## config.mk

```make
export PLATFORM = sky130hd
export DESIGN_NAME = wave_capture_ctrl
export DESIGN_NICKNAME = d
export VERILOG_FILES = /design/src/rtl/wave_capture_ctrl.sv
export SDC_FILE = /design/constraint.sdc
export NUM_CORES = 1
export LEC_CHECK = 0
export CAP_MARGIN = 0
export CORE_ASPECT_RATIO = 1.1
export CORE_MARGIN = 3
export CORE_UTILIZATION = 40
export DETAILED_ROUTE_END_ITERATION = 10
export GPL_TIMING_DRIVEN = 1
export SETUP_SLACK_MARGIN = 0.05
export SLEW_MARGIN = 5
export SYNTH_ARGS = -nofsm -noshare
export SYNTH_HDL_FRONTEND = slang
export SYNTH_SLANG_ARGS = --single-unit
```

## constraint.sdc

```tcl
create_clock -name clk -period 3.45 [get_ports clk]
set_input_delay 0.69 -clock clk [delete_from_list [all_inputs] [get_ports clk]]
set_output_delay 0.69 -clock clk [all_outputs]
set_load 0.03 [all_outputs]
```

## src/rtl/wave_capture_ctrl.sv

```systemverilog
// wave_capture_ctrl
// Captures 256-sample frames into the half of a double-buffered 512x8
// waveform RAM that is not being displayed. A capture starts on a rising
// crossing of TRIG_LEVEL, or on an auto-trigger after TIMEOUT quiet samples.
// The displayed half flips only on frame_start once a frame is complete.
module wave_capture_ctrl #(
    parameter logic [7:0]  TRIG_LEVEL = 8'd128,
    parameter logic [15:0] TIMEOUT    = 16'd50000
) (
    input  logic       clk,
    input  logic       reset,
    input  logic       sample_valid,
    input  logic [7:0] sample,
    input  logic       frame_start,
    output logic       wr_en,
    output logic [8:0] wr_addr,
    output logic [7:0] wr_data,
    output logic       read_index,
    output logic [1:0] state,
    output logic       auto_trig
);

    typedef enum logic [1:0] {
        ARM       = 2'd0,
        CAPTURE   = 2'd1,
        WAIT_SWAP = 2'd2,
        UNUSED    = 2'd3
    } state_t;

    state_t      state_reg,       state_next;
    logic        read_index_reg,  read_index_next;
    logic        auto_trig_reg,   auto_trig_next;
    logic [7:0]  cnt_reg,         cnt_next;
    logic [15:0] tcnt_reg,        tcnt_next;
    logic [7:0]  prev_sample_reg, prev_sample_next;
    logic        prev_ok_reg,     prev_ok_next;
    logic        wr_en_reg,       wr_en_next;
    logic [8:0]  wr_addr_reg,     wr_addr_next;
    logic [7:0]  wr_data_reg,     wr_data_next;

    logic        trigger;
    logic        timeout_hit;
    logic [15:0] tcnt_inc;

    // Rising crossing of the threshold; needs one earlier sample to compare.
    assign trigger     = sample_valid && prev_ok_reg &&
                         (prev_sample_reg < TRIG_LEVEL) && (sample >= TRIG_LEVEL);
    assign tcnt_inc    = tcnt_reg + 16'd1;
    assign timeout_hit = (TIMEOUT != 16'd0) && (tcnt_inc == TIMEOUT);

    // State and datapath registers; reset abandons any partial frame at once.
    always_ff @(posedge clk or posedge reset) begin
        if (reset) begin
            state_reg       <= ARM;
            read_index_reg  <= 1'b0;
            auto_trig_reg   <= 1'b0;
            cnt_reg         <= 8'd0;
            tcnt_reg        <= 16'd0;
            prev_sample_reg <= 8'd0;
            prev_ok_reg     <= 1'b0;
            wr_en_reg       <= 1'b0;
            wr_addr_reg     <= 9'd0;
            wr_data_reg     <= 8'd0;
        end else begin
            state_reg       <= state_next;
            read_index_reg  <= read_index_next;
            auto_trig_reg   <= auto_trig_next;
            cnt_reg         <= cnt_next;
            tcnt_reg        <= tcnt_next;
            prev_sample_reg <= prev_sample_next;
            prev_ok_reg     <= prev_ok_next;
            wr_en_reg       <= wr_en_next;
            wr_addr_reg     <= wr_addr_next;
            wr_data_reg     <= wr_data_next;
        end
    end

    // Next-state and write-port decode; writes always target ~read_index.
    always_comb begin
        state_next       = state_reg;
        read_index_next  = read_index_reg;
        auto_trig_next   = auto_trig_reg;
        cnt_next         = cnt_reg;
        tcnt_next        = tcnt_reg;
        prev_sample_next = prev_sample_reg;
        prev_ok_next     = prev_ok_reg;
        wr_en_next       = 1'b0;
        wr_addr_next     = wr_addr_reg;
        wr_data_next     = wr_data_reg;

        // Edge history is tracked in every state so a trigger can fire on
        // the very first sample after re-arming.
        if (sample_valid) begin
            prev_sample_next = sample;
            prev_ok_next     = 1'b1;
        end

        case (state_reg)
            ARM: begin
                if (sample_valid) begin
                    tcnt_next = tcnt_inc;
                    if (trigger || timeout_hit) begin
                        wr_en_next     = 1'b1;
                        wr_addr_next   = {~read_index_reg, 8'd0};
                        wr_data_next   = sample;
                        cnt_next       = 8'd1;
                        // A real edge wins over a simultaneous timeout.
                        auto_trig_next = ~trigger;
                        state_next     = CAPTURE;
                    end
                end
            end
            CAPTURE: begin
                if (sample_valid) begin
                    wr_en_next   = 1'b1;
                    wr_addr_next = {~read_index_reg, cnt_reg};
                    wr_data_next = sample;
                    cnt_next     = cnt_reg + 8'd1;
                    if (cnt_reg == 8'hFF) begin
                        state_next = WAIT_SWAP;
                    end
                end
            end
            WAIT_SWAP: begin
                if (frame_start) begin
                    read_index_next = ~read_index_reg;
                    tcnt_next       = 16'd0;
                    state_next      = ARM;
                end
            end
            default: begin
                tcnt_next  = 16'd0;
                state_next = ARM;
            end
        endcase
    end

    assign wr_en      = wr_en_reg;
    assign wr_addr    = wr_addr_reg;
    assign wr_data    = wr_data_reg;
    assign read_index = read_index_reg;
    assign state      = state_reg;
    assign auto_trig  = auto_trig_reg;

endmodule
```

After elaboration in Yosys (flattened, before gate mapping). Cells that the tools add are included. W data, S select, Z words.

Bitwise logic cells: 3. $lt $le $gt $ge: 2. Equality and inequality tests: 9. Reduce and logical (&&, ||, !) cells: 11. Add/subtract/negate cells: 2. Multiplexer cells: 25.

Operators by type and width (number): $mux W8 (6); $pmux W16 S3 (1); $mux W16 (2); $pmux W8 S2 (2); $mux W9 (3); $pmux W9 S2 (1); $add A16 B1 Y16 const B (1); $eq A16 B16 Y1 const B (1); $mux W2 (5); $ne A2 B2 Y1 const B (5); $add A8 B1 Y8 const B (1); $eq A8 B8 Y1 const B (1); $ge A8 B8 Y1 const B (1); $lt A8 B8 Y1 const B (1); $pmux W2 S3 (1); $reduce_and A3 Y1 (2); $reduce_and A5 Y1 (1); $reduce_and A4 Y1 (1); $logic_and A1 B1 Y1 (3); $mux W1 (3); $not A1 Y1 (3); $eq A2 B1 Y1 const B (1); $eq A2 B2 Y1 const B (1); $logic_not A2 Y1 (1); other kinds (4) (4).

Logic and storage cells: 62. Flip-flop bits (word level): 55. Output and inout bits: 22.

Longest topological paths before layout. Gate-level depths: netlist of run 1.

Depth after elaboration: 7. Depth in mapped cells: 9.

Worst setup path after synthesis of run 1. OpenSTA, ideal clock, no wires.

Path kind: reg2reg. Start point: register tcnt_reg[0]. End point: register wr_data_reg[0], in the netlist wr_data[0]. Data arrival time: 2.523 ns. Stages on the path, launching flop included: 10. Path buffers: 1. Library setup time: 0.125 ns. Path slack: 0.802 ns. Cells stage by stage: dfrtp_1 ha_1 nand3_1 nor4_4 mux2_2 a211oi_2 and2_4 o21ai_4 buf_6 mux2_4.

Cells in the longest elaborated chain, start to end: 5.

Ends and longest elaborated chain: start: declaration (line 34) `logic [15:0] tcnt_reg, tcnt_next;`; start signal: assignment (line 69) `tcnt_reg <= tcnt_next;`; $add A16 B1 Y16 (line 48) `assign tcnt_inc = tcnt_reg + 16'd1;`; $eq A16 B16 Y1 (line 49) `assign timeout_hit = (TIMEOUT != 16'd0) && (tcnt_inc == TIMEOUT);`; $logic_or A1 B1 Y1 (line 102) `if (trigger || timeout_hit) begin`; $ne A2 B2 Y1 (no line); $reduce_and A4 Y1 (no line); end signal: assignment (line 74) `wr_data_reg <= wr_data_next;`; end: declaration (line 39) `logic [7:0] wr_data_reg, wr_data_next;`.

Every way passes these cells. A chain may end at the register's enable or synchronous reset.

Worst setup path after layout of run 1.
Start point: register tcnt_reg[0]. End point: register wr_data_reg[2], in the netlist wr_data[2].

Same word-level chain as after synthesis.

==> qor.txt, run 1 <==
die width = 81.60 µm
fin nets = 288
unrepaired setup endpoints after global routing = no
Tmin final = 2.964 ns
worst min-delay path class = reg2reg
WHS Endpoint = prev_ok_reg$_DFFE_PP0P_
first-pass GRT wire length = 9066 µm
Worst Tran Pin Value = 0.9803 ns
design area = 0.003018 mm²
Setup Crit Path Kind = reg2reg
detail-routed via count per cell = 5.429
Die Ht = 89.16 µm
# setup viols final = 0
Ys Warns = 0
Synth top cells by count = dfrtp_1 (48), o21ai_0 (25), nor2_1 (22)
delay-heaviest family, CP = simple AND/OR/NAND/NOR gates
VDD IR max = 0.3661 mV
min-delay src = prev_ok_reg$_DFFE_PP0P_
hold_buf cts = 0
1st-iter DRT viols = 65
number of synthesized flops with an enable pin = 0
Synth-to-Final Area Change = 20.00%
initial antenna violation count = 0
Final Hold Fails = 0
max FFs per register = 16
top-count cell post-synth = dfrtp_1
post-synthesis cell area = 0.002515 mm²
Register Area = 0.001201 mm²
DIE AREA = 0.007275 mm²
Rows = 29
Finished Layout Cells = 350
Max clock buf depth = 2
number of nets still failing antenna checks after routing = 0
CTS tree = built
leakage power = 0.001304 µW
Hold Path Stages = 1
Pre-Repair DR Iteration Count = 4
final core utilization = 0.5103
vias = 1900
Worst R2R Path Depth = 8
Reg2Reg Launch Point = tcnt_reg[0]$_DFFE_PP0P_
sequential fraction of the synthesis area = 0.4776
gpl congestion = 0.8483
Worst EP required = 3.64 ns
Detail Placement HPWL = 3550 µm
max_cap viols = 0
main flop type after synthesis = dfrtp_1
fin crit share = 0.8593
Max Fclk = 0.3373 GHz
IO buf count = 33
CTS Root Cell = clkbuf_8
ranking of synthesized cells by area = dfrtp_1 (48%), o21ai_0 (5.0%), a22o_1 (4.9%)
clk sink count = 48
initial core utilization = 0.4252
count of cell types in the netlist = 49
Inserted Clock Buffers = 5
crit path max fanout = 23
Max stage delay cell, worst path = dfrtp_1
setup_tns = 0 ns
power per cell area = 675.1 mW/mm²
Tot Pwr = 2037 µW
Skew-Pair Late Insertion Delay = 0.30 ns
wire per inst = 14.97 µm
Synth area leader = dfrtp_1
critical path cell sequence = ha_1 > nand3_1 > nor4_4 > mux2_2 > a211oi_2 > and2_4 > o21ai_4 > mux2_4
placed cells = 343
n_diodes = 0
Synth async-reset ratio = 1.000
DRC viols = 0
post-synth net total = 260
Rel. slew slack = 0.3455
# fillers = 542
overall routing resource usage = 0.1610
layout cells sized above 1 = 0.1245
status = complete, no violations
reg2reg setup slack = 0.49 ns
CTS clock-pin slew for the worst setup and hold paths = 0.09 ns
Post-CTS Setup Bufs = 0
H-tree lvl count = 2
Critical Path Max Stage Delay = 0.48 ns
IO Count = 34
crit path buf inv count = 0
count of pins over their slew limit = 0
clock skew = 0.004410 ns
Crit. End Element = flop
flops & latches, synth = 48
r2r endpoint = wr_data[2]$_DFFE_PP0P_
Synth top area share = 0.4776
CP arrival = 3.15 ns
Post-CTS Resized = 0
vias in the first global route = 1878
core area = 0.005914 mm²
Area after DPL = 0.002889 mm²
remaining global-route overflow = 0
Synth Area per Inst = 10.26 µm²
area of the multi-input gates = 0.001231 mm²
Startpoint Class = flop
drt total wl = 5241 µm
largest net degree at the start of global routing = 49
Post-Synthesis Cells = 245
[layer usage]
layer | GRT usage | share of wire | vias up
li1 | - | - | 942
met1 | 0.2244 | 0.49 | 914
met2 | 0.2519 | 0.45 | 38
met3 | 0.03730 | 0.044 | 6
met4 | 0.04532 | 0.012 | 0
met5 | 0 | 0 | -
[report_power, final]
group          internal (µW)  total (µW)  switching, µW
Combinational            331         695            364
Clock                    285         476            191
Sequential               704         866            162
[layout make-up]
class | instances | share of cell area
multi-input combinational | 179 | 0.4080
sequential | 48 | 0.3980
timing repair buffer | 35 | 0.1144
tap | 77 | 0.03192
clock buffer | 5 | 0.02280
clock inverter | 2 | 0.01990
inverter | 4 | 0.004975
[worst max path at each step]
stage	depth (start not counted)	start	to	slack [ns]
after floorplan	9	tcnt_reg[0]$_DFFE_PP0P_	wr_data[0]$_DFFE_PP0P_	0.80
after global placement	8	tcnt_reg[0]$_DFFE_PP0P_	wr_data[2]$_DFFE_PP0P_	0.58
after detailed placement	8	tcnt_reg[0]$_DFFE_PP0P_	wr_data[2]$_DFFE_PP0P_	0.48
after CTS	8	tcnt_reg[0]$_DFFE_PP0P_	wr_data[2]$_DFFE_PP0P_	0.46
after global routing	8	tcnt_reg[0]$_DFFE_PP0P_	wr_data[2]$_DFFE_PP0P_	0.26
final	8	tcnt_reg[0]$_DFFE_PP0P_	wr_data[2]$_DFFE_PP0P_	0.49
[placed cells by master (no fill, tap or decap), types with 3 or more instances in the layout]
| cell type | instances |
|---|---|
| nor3_1 | 4 |
| nand2b_1 | 5 |
| mux2i_1 | 4 |
| ha_1 | 3 |
| a31oi_1 | 5 |
| and3_1 | 6 |
| a21oi_1 | 8 |
| clkbuf_8 | 5 |
| a22o_1 | 14 |
| mux2_2 | 6 |
| dfrtp_1 | 48 |
| inv_1 | 3 |
| nor2_1 | 22 |
| nand3_1 | 7 |
| nand4_1 | 3 |
| xnor2_1 | 4 |
| o31ai_1 | 4 |
| nand2_1 | 20 |
| o21ai_0 | 25 |
| mux2_4 | 5 |
| clkdlybuf4s50_1 | 33 |
[cell families after synthesis]
group	Yosys count	synth area share
AOI/OAI and AO/OA	70	0.1871
xor gates and xnor gates	6	0.02090
adders and majority gates	3	0.01493
buffers and inverters	18	0.03284
DFF	48	0.4776
muxes	15	0.07263
and+or+nand+nor	85	0.1940
[per-stage QoR]
| stage | setup slack, ns | hold WS, ns |
|---|---|---|
| final | 0.4855 | 0.4724 |
| after global routing | 0.2595 | 0.5018 |
| after CTS | 0.4618 | 0.4778 |
| after detailed placement | 0.4819 | 0.4560 |
| after global placement | 0.5773 | 0.4551 |
| after floorplan | 0.8023 | 0.4399 |
No activity file was read; power rests on OpenSTA's default activity.
==> run 2: changes to the inputs <==
clock period = 2.64 ns   (was 3.45 ns; I/O delays follow)
==> run 2 against run 1 <==
Effect of this change: cell count rose by 6.9%; utilization grew 3.4 points; routed wire length is 5.3% higher; clock skew up 0.0037 ns; sequential share of layout area is 2.5 points lower; setup slack worse by 0.27 ns; sequential power is 26% higher; clock power increased by 35%; hold slack gained 0.031 ns; design area grew 6.8%; first-iteration DRC count up 1.5%; flip-flop and latch count is the same; largest cell class unchanged.
==> qor.txt, run 2 (synthesis results as in run 1) <==
status = complete, no violations
post-route worst setup slack = 0.2174 ns
Synth-to-Final Area Change = 28.11%
hold_buf cts = 0
Tmin final = 2.423 ns
n_diodes = 0
H-tree lvl count = 2
Clock Power Share = 0.232
switching fraction of total power = 0.3521
max FFs per register = 16
drt total wl = 5518 µm
CTS tree = built
NetSw = 974.2 µW
combinational power share = 0.372
vias = 2053
fin crit share = 0.9177
Max Fclk = 0.4128 GHz
Die Ht = 89.16 µm
Worst EP required = 2.87 ns
Crit. End Element = flop
crit path buf inv count = 1
power per cell area = 858.7 mW/mm²
cell depth of the worst setup path = 9
CTS clock-pin slew for the worst setup and hold paths = 0.09 ns
overall routing resource usage = 0.1725
CP arrival = 2.66 ns
layout cells sized above 1 = 0.2020
number of nets still failing antenna checks after routing = 0
wire per inst = 14.75 µm
Reg power frac = 0.396
Reg2Reg Launch Point = tcnt_reg[1]$_DFFE_PP0P_
CP most frequent cell = a21oi_1
1st-iter DRT viols = 66
Rel. slew slack = 0.6903
core area = 0.005914 mm²
Pre-Repair DR Iteration Count = 4
setup_tns = 0 ns
Tot Pwr = 2766 µW
Setup Crit Path Kind = reg2reg
# setup viols final = 0
fin nets = 311
IO Count = 34
CP Capture Point = cnt_reg[5]$_DFFE_PP0P_
Critical Path Max Stage Delay = 0.39 ns
first-pass GRT wire length = 9577 µm
vias in the first global route = 1952
largest net degree at the start of global routing = 30
remaining global-route overflow = 0
detail-routed via count per cell = 5.489
most frequent cells in the layout = dfrtp_1 (48), clkdlybuf4s50_1 (33), o21ai_0 (25)
CTS Root Cell = clkbuf_8
delay-heaviest family, CP = simple AND/OR/NAND/NOR gates
Skew-Pair Late Insertion Delay = 0.31 ns
Max stage delay cell, worst path = mux2_2
unrepaired setup endpoints after global routing = no
pre-CTS setup slack = 0.02089 ns
Worst Tran Pin Value = 0.4646 ns
Rows = 29
initial core utilization = 0.4252
commonest non-fill, non-tap cell in the layout = dfrtp_1
Max clock buf depth = 2
VDD IR max = 0.7054 mV
initial antenna violation count = 0
gpl congestion = 0.8663
IO buf count = 33
clk sink count = 48
worst min-delay path class = reg2reg
critical path cell sequence = ha_2 > nand3_2 > nor4_4 > mux2_2 > a211oi_2 > buf_4 > a21oi_1 > or3_1 > a21oi_1
Final Hold Fails = 0
r2r endpoint = cnt_reg[5]$_DFFE_PP0P_
CP startpoint = tcnt_reg[1]$_DFFE_PP0P_
max_cap viols = 0
count of pins over their slew limit = 0
leakage power = 0.001421 µW
crit path max fanout = 6
Detail Placement HPWL = 3869 µm
clock skew = 0.008111 ns
reg2reg setup slack = 0.22 ns
Worst R2R Path Depth = 9
P_int = 1792 µW
Startpoint Class = flop
Inserted Clock Buffers = 5
die width = 81.60 µm
DIE AREA = 0.007275 mm²
DRC viols = 0
## run 2: cell count changes in the layout (fill, tap and decap cells not counted)
cell     delta
o21ai_2     +2
nand3_1     -1
ha_1        -1
buf_12      +1
ha_2        +1
buf_4      +20
nand3_2     +1
inv_6       +1
## run 2: metrics by stage
| step | std cells | instance area (µm²) | hold slack (ns) | utilization |
|---|---|---|---|---|
| after floorplan | 245 | 2522 | 0.4399 | - |
| after global placement | 364 | 3067 | 0.4523 | 0.5185 |
| after detailed placement | 364 | 3067 | 0.4773 | 0.5185 |
| after CTS | 373 | 3213 | 0.4995 | 0.5433 |
| after global routing | 374 | 3222 | 0.5237 | 0.5447 |
| final | 374 | 3222 | 0.5032 | 0.5447 |
## run 2: repair_timing
action	4_1_cts	5_1_grt
resized for setup	0	0
pin swaps	1	1
setup buffers	0	0
setup endpoints to repair	3	8
cloned	1	1
## run 2: how the worst min path moves through the flow
| stage | from | cells after the start | slack, ns | endpoint |
|---|---|---|---|---|
| after floorplan | prev_ok_reg$_DFFE_PP0P_ | 1 | 0.44 | prev_ok_reg$_DFFE_PP0P_ |
| after global placement | prev_ok_reg$_DFFE_PP0P_ | 1 | 0.45 | prev_ok_reg$_DFFE_PP0P_ |
| after detailed placement | prev_ok_reg$_DFFE_PP0P_ | 1 | 0.48 | prev_ok_reg$_DFFE_PP0P_ |
| after CTS | prev_ok_reg$_DFFE_PP0P_ | 1 | 0.50 | prev_ok_reg$_DFFE_PP0P_ |
| after global routing | prev_ok_reg$_DFFE_PP0P_ | 1 | 0.52 | prev_ok_reg$_DFFE_PP0P_ |
| final | read_index$_DFFE_PP0P_ | 1 | 0.50 | read_index$_DFFE_PP0P_ |
## run 2: per-layer routing
| metal | wire length, µm | GRT usage |
|---|---|---|
| met1 | 2769 | 0.2522 |
| met2 | 2400 | 0.2533 |
| met3 | 257 | 0.03327 |
| met4 | 91 | 0.06495 |
| met5 | 0 | 0 |
## run 2: final cells by class
class | instances | area, µm²
Tap cell | 77 | 96.34
Clock buffer | 5 | 68.82
Timing Repair Buffer | 56 | 515.5
Multi-Input combinational cell | 181 | 1256
Fill cell | 517 | 2693
Inverter | 4 | 15.01
Sequential cell | 48 | 1201
Clock inverter | 3 | 68.82
## run 2: power by group through the flow
stage / combinational, µW / sequential, µW / clock, µW
after floorplan: 474 / 1270 / 0
after detailed placement: 1020 / 1110 / 0
after global placement: 1020 / 1100 / 0
final: 1030 / 1090 / 642
after global routing: 1120 / 1130 / 690
after CTS: 1030 / 1100 / 662
## run 2: worst reg2reg max path, stage by stage, from the launching register on
cell      delay, ns
dfrtp_1        0.38
ha_2           0.25
nand3_2        0.12
nor4_4         0.27
mux2_2         0.39
a211oi_2       0.22
buf_4          0.16
a21oi_1        0.08
or3_1          0.35
a21oi_1        0.15
==> run 3: changes to the inputs <==
CORE_ASPECT_RATIO = 1.5   (was 1.1)
PLACE_DENSITY_LB_ADDON = 0.15   (was unset)
==> run 3 against run 2 <==
Effect of this change: global-route usage down 1.1 points; utilization down 1.4 points; clock power down 29%; sequential share of layout area up 0.74 points; highest routed layer unchanged; die area up 0.25%; sequential power about the same; fmax down 2.9%; count of clock-buffer cells in the layout up 2; critical endpoint is now wr_data[1]$_DFFE_PP0P_; cell count down 2.1%.
==> qor.txt, run 3 (synthesis results as in run 1) <==
final core utilization = 0.5305
gpl congestion = 0.8066
Max stage delay cell, worst path = dfrtp_1
Clock Power Share = 0.178
Rel. slew slack = 0.3214
Post-CTS Setup Bufs = 0
detail-routed via count per cell = 5.434
Pre-Repair DR Iteration Count = 4
critical path cell sequence = nand3_2 > nor4_4 > mux2_2 > a211oi_2 > and2_4 > o21ai_4 > buf_12 > mux2_4
Inserted Clock Buffers = 5
Worst R2R Path Depth = 8
combinational power share = 0.390
DIE AREA = 0.007294 mm²
CTS Root Cell = clkbuf_8
leakage power = 0.001395 µW
WHS Endpoint = prev_ok_reg$_DFFE_PP0P_
fin crit share = 0.9451
Post-CTS Resized = 0
crit path max fanout = 23
CP arrival = 2.68 ns
initial antenna violation count = 0
Critical Path Max Stage Delay = 0.52 ns
Crit. End Element = flop
die width = 70.74 µm
NetSw = 955.7 µW
max_cap viols = 0
# setup viols final = 0
status = complete, no violations
max FFs per register = 16
DRC viols = 0
unrepaired setup endpoints after global routing = no
IO Count = 34
1st-iter DRT viols = 137
first-pass GRT wire length = 9356 µm
most frequent cells in the layout = dfrtp_1 (48), clkdlybuf4s50_1 (33), o21ai_0 (25)
Rows = 34
switching fraction of total power = 0.3714
reg2reg setup slack = 0.14 ns
min-delay src = prev_ok_reg$_DFFE_PP0P_
CTS tree = built
Reg power frac = 0.432
wire per inst = 15.39 µm
Max clock buf depth = 2
Max Fclk = 0.4008 GHz
# fillers = 551
Worst EP required = 2.83 ns
IO buf count = 33
initial core utilization = 0.4223
Detail Placement HPWL = 4033 µm
H-tree lvl count = 2
VDD IR max = 0.4736 mV
Tmin final = 2.495 ns
Startpoint Class = flop
largest net degree at the start of global routing = 26
commonest non-fill, non-tap cell in the layout = dfrtp_1
Reg2Reg Launch Point = tcnt_reg[3]$_DFFE_PP0P_
placed cells = 358
drt total wl = 5633 µm
clock skew = 0.007624 ns
Finished Layout Cells = 366
hold_buf cts = 0
vias = 1989
fin nets = 308
count of pins over their slew limit = 0
n_diodes = 0
Setup Crit Path Kind = reg2reg
Hold Path Stages = 1
Skew-Pair Late Insertion Delay = 0.30 ns
power per cell area = 814.4 mW/mm²
setup_tns = 0 ns
Die Ht = 103.1 µm
P_int = 1617 µW
remaining global-route overflow = 0
number of nets still failing antenna checks after routing = 0
clk sink count = 48
overall routing resource usage = 0.1619
Worst Tran Pin Value = 1.014 ns
core area = 0.005956 mm²
layout cells sized above 1 = 0.1905
r2r endpoint = wr_data[1]$_DFFE_PP0P_
CTS clock-pin slew for the worst setup and hold paths = 0.09 ns
worst min-delay path class = reg2reg
vias in the first global route = 1939
Final Hold Fails = 0
Synth-to-Final Area Change = 25.62%
## run 3: layout make-up
type / instances / area (µm²) / share of cell area
multi-input cells: 179 / 1239 / 0.3921
flip-flops and latches: 48 / 1201 / 0.3802
repair buffers: 55 / 520.5 / 0.1648
well taps: 72 / 90.09 / 0.02851
clock buffers: 7 / 86.33 / 0.02733
inverters: 4 / 15.01 / 0.004752
clock inverters: 1 / 7.507 / 0.002376
## run 3: how the worst max path moves through the flow
stage,from,endpoint,slack [ns],depth (start not counted)
6_report,tcnt_reg[3]$_DFFE_PP0P_,wr_data[1]$_DFFE_PP0P_,0.14,8
5_1_grt,tcnt_reg[3]$_DFFE_PP0P_,wr_data[2]$_DFFE_PP0P_,0.05,8
4_1_cts,tcnt_reg[3]$_DFFE_PP0P_,wr_data[1]$_DFFE_PP0P_,0.15,8
3_5_place_dp,tcnt_reg[1]$_DFFE_PP0P_,wr_data[0]$_DFFE_PP0P_,0.17,9
3_3_place_gp,tcnt_reg[1]$_DFFE_PP0P_,wr_data[3]$_DFFE_PP0P_,0.19,9
2_1_floorplan,tcnt_reg[0]$_DFFE_PP0P_,wr_data[0]$_DFFE_PP0P_,0.07,9
## run 3: power by group through the flow
stage | Clock [µW] | Combinational (µW) | Sequential, µW
detailed placement | 0 | 1010 | 1120
global placement | 0 | 1010 | 1120
floorplan | 0 | 474 | 1270
global route | 508 | 1090 | 1140
CTS | 473 | 1020 | 1110
finish | 459 | 1000 | 1110
## run 3: worst max-delay path: cells and delay by family (launching register included)
family / cells / cell delay [ns]
muxes: 2 / 0.68
and+or+nand+nor: 3 / 0.65
DFF: 1 / 0.52
AOI/OAI and AO/OA: 2 / 0.37
buffers and inverters: 1 / 0.16
## run 3: per-layer routing
metal	up-vias	GRT usage	part of all wire
li1	984	-	-
met1	971	0.1887	0.43
met2	27	0.2924	0.53
met3	7	0.03805	0.027
met4	0	0.05210	0.013
met5	-	0	0
## run 3: per-stage QoR
| stage | instance area, µm² | hold slack (ns) | total power, µW | setup WS [ns] |
|---|---|---|---|---|
| after floorplan | 2522 | 0.4399 | 1739 | 0.07176 |
| after detailed placement | 3065 | 0.4549 | 2132 | 0.1659 |
| after global placement | 3065 | 0.4517 | 2130 | 0.1891 |
| after CTS | 3159 | 0.4771 | 2602 | 0.1504 |
| final | 3159 | 0.4760 | 2573 | 0.1449 |
| after global routing | 3159 | 0.5160 | 2736 | 0.05215 |
